==> config.mk <==
export PLATFORM = sky130hd
export DESIGN_NAME = fsm_stream_arbiter
export DESIGN_NICKNAME = d
export VERILOG_FILES = /design/src/rtl/fsm_stream_arbiter.sv
export SDC_FILE = /design/constraint.sdc
export NUM_CORES = 1
export LEC_CHECK = 0
export ABC_AREA = 1
export CORE_UTILIZATION = 50
export CTS_CLUSTER_SIZE = 40
export DETAILED_ROUTE_END_ITERATION = 6
export PLACE_DENSITY_LB_ADDON = 0.3
export SLEW_MARGIN = 20
export SYNTH_ARGS = -nofsm -noshare
export SYNTH_HDL_FRONTEND = slang
export SYNTH_SLANG_ARGS = --single-unit
==> constraint.sdc <==
create_clock -name Clock -period 2.4 [get_ports Clock]
set_clock_uncertainty 0.1 [all_clocks]
set_input_delay 0.48 -clock Clock [delete_from_list [all_inputs] [get_ports Clock]]
set_output_delay 0.48 -clock Clock [all_outputs]
set_load 0.005 [all_outputs]
==> src/rtl/fsm_stream_arbiter.sv <==
// rtl/fsm_stream_arbiter.sv - round-robin arbiter sharing one serial engine among requesters
// Streams the winner's burst into the engine and returns the aligned, tagged response bits.
module fsm_stream_arbiter #(
  parameter int N_REQ = 4,
  parameter int LEN_W = 4,
  parameter int LAT   = 2
) (
  input  logic                   Clock,
  input  logic                   Reset,
  input  logic [N_REQ-1:0]       Req,
  input  logic [N_REQ*LEN_W-1:0] BurstLen,
  input  logic [N_REQ-1:0]       ReqBit,
  output logic [N_REQ-1:0]       Grant,
  output logic                   BitStrobe,
  output logic                   EngIn,
  output logic                   EngRst,
  input  logic                   EngOut,
  output logic                   RespBit,
  output logic                   RespValid,
  output logic                   Done,
  output logic                   Busy
);

  localparam int PTR_W = (N_REQ > 1) ? $clog2(N_REQ) : 1;
  localparam int DRN_W = $clog2(LAT + 1);

  typedef enum logic [2:0] {S_IDLE, S_CLEAR, S_STREAM, S_DRAIN, S_DONE} state_t;

  state_t             state;
  state_t             state_nxt;
  logic [PTR_W-1:0]   ptr;
  logic [PTR_W-1:0]   owner;
  logic [PTR_W-1:0]   win;
  logic [PTR_W-1:0]   cand;
  logic               win_found;
  logic [LEN_W-1:0]   win_len;
  logic [LEN_W-1:0]   len;
  logic [LEN_W:0]     bit_cnt;
  logic [DRN_W-1:0]   drain_cnt;
  logic [LAT:0]       strobe_dly;
  logic               stream_last;
  logic               drain_last;

  // Round-robin search: first requester at or above the pointer, wrapping modulo N_REQ.
  always_comb begin
    win       = '0;
    cand      = '0;
    win_found = 1'b0;
    for (int i = 0; i < N_REQ; i++) begin
      cand = PTR_W'((int'(ptr) + i) % N_REQ);
      if (!win_found && Req[cand]) begin
        win       = cand;
        win_found = 1'b1;
      end
    end
  end

  always_comb begin
    win_len = '0;
    for (int i = 0; i < N_REQ; i++) begin
      if (win == PTR_W'(i)) win_len = BurstLen[i*LEN_W +: LEN_W];
    end
  end

  assign stream_last = (bit_cnt == {1'b0, len});
  // Drain spans the EngIn register stage plus the engine latency minus the first stream edge,
  // so the final response lands in the DONE cycle.
  assign drain_last  = (drain_cnt == DRN_W'(LAT - 1));

  always_comb begin
    state_nxt = state;
    BitStrobe = 1'b0;
    Done      = 1'b0;
    Busy      = 1'b1;
    EngRst    = Reset;
    case (state)
      S_IDLE: begin
        Busy = 1'b0;
        if (win_found) state_nxt = S_CLEAR;
      end
      S_CLEAR: begin
        EngRst    = 1'b1;
        state_nxt = S_STREAM;
      end
      S_STREAM: begin
        BitStrobe = 1'b1;
        if (stream_last) state_nxt = S_DRAIN;
      end
      S_DRAIN: begin
        if (drain_last) state_nxt = S_DONE;
      end
      S_DONE: begin
        Done      = 1'b1;
        state_nxt = S_IDLE;
      end
      default: state_nxt = S_IDLE;
    endcase
  end

  always_ff @(posedge Clock or posedge Reset) begin
    if (Reset) begin
      state      <= S_IDLE;
      ptr        <= '0;
      owner      <= '0;
      len        <= '0;
      Grant      <= '0;
      EngIn      <= 1'b0;
      bit_cnt    <= '0;
      drain_cnt  <= '0;
      strobe_dly <= '0;
    end else begin
      state      <= state_nxt;
      strobe_dly <= {strobe_dly[LAT-1:0], BitStrobe};
      case (state)
        S_IDLE: begin
          if (win_found) begin
            owner     <= win;
            len       <= win_len;
            Grant     <= N_REQ'(1) << win;
            bit_cnt   <= '0;
            drain_cnt <= '0;
            EngIn     <= 1'b0;
          end
        end
        S_STREAM: begin
          EngIn   <= ReqBit[owner];
          bit_cnt <= bit_cnt + 1'b1;
        end
        S_DRAIN: drain_cnt <= drain_cnt + 1'b1;
        S_DONE: begin
          ptr   <= (owner == PTR_W'(N_REQ - 1)) ? '0 : owner + 1'b1;
          Grant <= '0;
        end
        default: ;
      endcase
    end
  end

  assign RespValid = strobe_dly[LAT];
  assign RespBit   = RespValid & EngOut;

endmodule

==> summary.txt <==
Yosys
  – Seq/Total Area, Yosys: 0.390
  – Count leader, synth: nand2_1
  – Syn Std Cell Area: 0.00167 sq mm
  – Unique masters post-synth: 30
  – Avg Inst Size Synth: 6.97 sq um
  – Top cell type's share of synthesized area: 0.390
  – EDFF count, synth: 0
  – Most used DFF post-synth: dfrtp_1
  – Synth top area cells: dfrtp_1, nand2_1, nand3_1
  – Ys async rst share: 1.00
  – Top cells by count, synth: nand2_1, inv_1, nand3_1, dfrtp_1, nor2_1
  – #FFs+latches synth: 26
  – Syn Nets: 269
  – Synth warn: 0
  – Synth Instances: 239
  – Cell taking the most area after synthesis: dfrtp_1

GRT
  – GRT Total Usage: 0.224
  – Vias in the first global route: 1481
  – Initial antenna violation count: 0
  – Pin count of the biggest net entering global routing: 27
  – Wire length of the first global-routing pass: 6.02 mm
  – Total global routing overflow: 0

Timing
  – Fmax: 453 MHz
  – Worst-margin pin slew: 0.435 ns
  – Setup violators final: 0
  – Max-slew headroom: 0.710
  – Hold Violations, Final: 0
  – Setup_tns: 0 ns
  – WHS: 0.266 ns
  – RSZ-0062 raised after global routing: no
  – Period utilization: 0.919
  – Max-slew violations: 0
  – Final min period: 2.21 ns

Finish
  – # fillers: 291
  – Final net count: 313
  – Share of post-route cells with drive strength above 1: 0.0993
  – Post-route design area: 0.00216 sq mm
  – Synth-to-layout area growth: 29.7%
  – Ant diodes: 0

Detailed routing
  – ANT nets after route: 0
  – DRT Wirelength: 3.59 mm
  – Wire per inst: 11.0 um
  – Pre-antenna DRT Iters: 4
  – DRT iter0 DRCs: 95
  – Vias: 1588
  – Via density: 4.87
  – Drt drc: 0

Floorplanning
  – Chip Width: 59.7 um
  – Initial core utilization: 0.537
  – Io pins: 38
  – Site Rows: 20
  – Full die area: 0.00357 sq mm
  – Core Box Area: 0.00310 sq mm
  – Die height: 59.7 um

Setup path
  – Crit Path Class: register to output port
  – Element type at the critical path end: output port
  – FF-to-FF setup slack: 0.25 ns
  – Critical Path RT: 1.82 ns
  – Crit Reg-Reg Startpoint: ptr[0]
  – Critical Path Source: state[0]
  – CP Launch Type: register
  – Reg2reg end: bit_cnt[2]
  – Reg2Reg Depth: 12
  – CP arrival: 1.63 ns
  – Critical Path Fanout Max: 5
  – Worst setup path end: Busy

Clocking
  – CTS buffer count: 3
  – Clock Latency Late Sink: 0.32 ns
  – CTS tree: yes
  – Setup bufs post-CTS: 0
  – Root buffer cell: clkbuf_4
  – Clock slew at reported path FFs: 0.14 ns
  – Clk buf depth: 2
  – CTS H-tree lvls: 1
  – TritonCTS Sinks: 26

Placement
  – Gp weighted congestion: 0.938
  – Placed Area: 0.00210 sq mm
  – Port bufs: 37
  – Post-DP HPWL: 2.80 mm

Power and ir drop
  – VDD IR max: 0.000604 V
  – Leak: 1.15 nW
  – P per Cell Area: 1330 mW/mm^2

Run status
  – Status: finished clean

Worst hold path
  – Hold crit path type: register to register

Flow run
  – Max Cap Viol: 0
[flip-flops by register name, indices dropped and copies added, names as in the netlist]
register    flops
EngIn           1
Grant           4
bit_cnt         5
drain_cnt       2
len             4
owner           2
ptr             2
state           3
strobe_dly      3
[through the flow]
step	power, W	instances	setup slack (ns)	utilization
4_1_cts	0.00288	326	0.0498	0.695
5_1_grt	0.00316	326	0.0280	0.696
2_1_floorplan	0.00209	239	0.632	-
3_3_place_gp	0.00253	322	0.0895	0.678
6_report	0.00288	326	0.194	0.696
3_5_place_dp	0.00258	322	0.0347	0.678
[what timing repair did]
action                     4_1_cts  5_1_grt
resized for setup                0        1
hold buffers                     0        0
setup endpoints to repair        0        1
[power breakdown]
group | switching [W] | total [W] | leakage [nW] | internal, W
registers | 0.000195 | 0.000835 | 0.327 | 0.000640
logic | 0.00103 | 0.00175 | 0.795 | 0.000720
clock network | 0.000132 | 0.000300 | 0.0279 | 0.000169
total | 0.00135 | 0.00288 | 1.15 | 0.00153
[cells in the final DEF, fill, tap and decap left out, types with 2 or more instances in the layout]
cell              n
a21oi_1           2
clkdlybuf4s50_1  37
buf_4             5
xor2_1            3
nor2_4            3
nand2_1          84
nand3_1          27
inv_2             5
nand3_2           2
ha_1              3
dfrtp_1          26
nand2_2           4
inv_1            32
o21ai_1           7
nand4_1           2
o31ai_1           4
clkbuf_4          3
o21ai_0           3
nor2_1           16
xnor2_1           2
[layer usage]
layer,share of wire,GRT usage
met1,0.46,0.284
met2,0.50,0.392
met3,0.025,0.0260
met4,0.012,0.0764
met5,0,0
[worst min-delay path by stage]
stage                              from             to  slack, ns  depth (start not counted)
after floorplan           strobe_dly[0]  strobe_dly[1]       0.23                          0
after global placement    strobe_dly[1]  strobe_dly[2]       0.23                          0
after detailed placement  strobe_dly[0]  strobe_dly[1]       0.23                          0
after CTS                 strobe_dly[0]  strobe_dly[1]       0.27                          0
after global routing      strobe_dly[0]  strobe_dly[1]       0.28                          0
final                     strobe_dly[0]  strobe_dly[1]       0.27                          0
[area by class of cell]
class,count,area [sq um],share of cell area
inverter,38,143,0.0660
multi-input combinational,172,852,0.394
sequential,26,651,0.301
timing repair buffer,42,408,0.189
clock inverter,1,30.0,0.0139
tap,44,55.1,0.0255
clock buffer,3,22.5,0.0104
[cell families (layout without fill, tap and decap cells)]
group	Yosys count	in the layout	share of synthesized area
buffers and inverters	41	84	0.101
AND/OR/NAND/NOR	144	144	0.387
AO/OA/AOI/OAI	20	20	0.0721
flip-flops	26	26	0.390
XOR/XNOR	5	5	0.0263
adder cells (fa/ha/maj)	3	3	0.0225
[critical path, cell delays in order, from the launching register on]
cell             delay, ns
dfrtp_1               0.45
nor2_1                0.11
inv_1                 0.06
nor2_1                0.16
inv_1                 0.09
clkdlybuf4s50_1       0.45
Power figures use the tool's default switching activity.
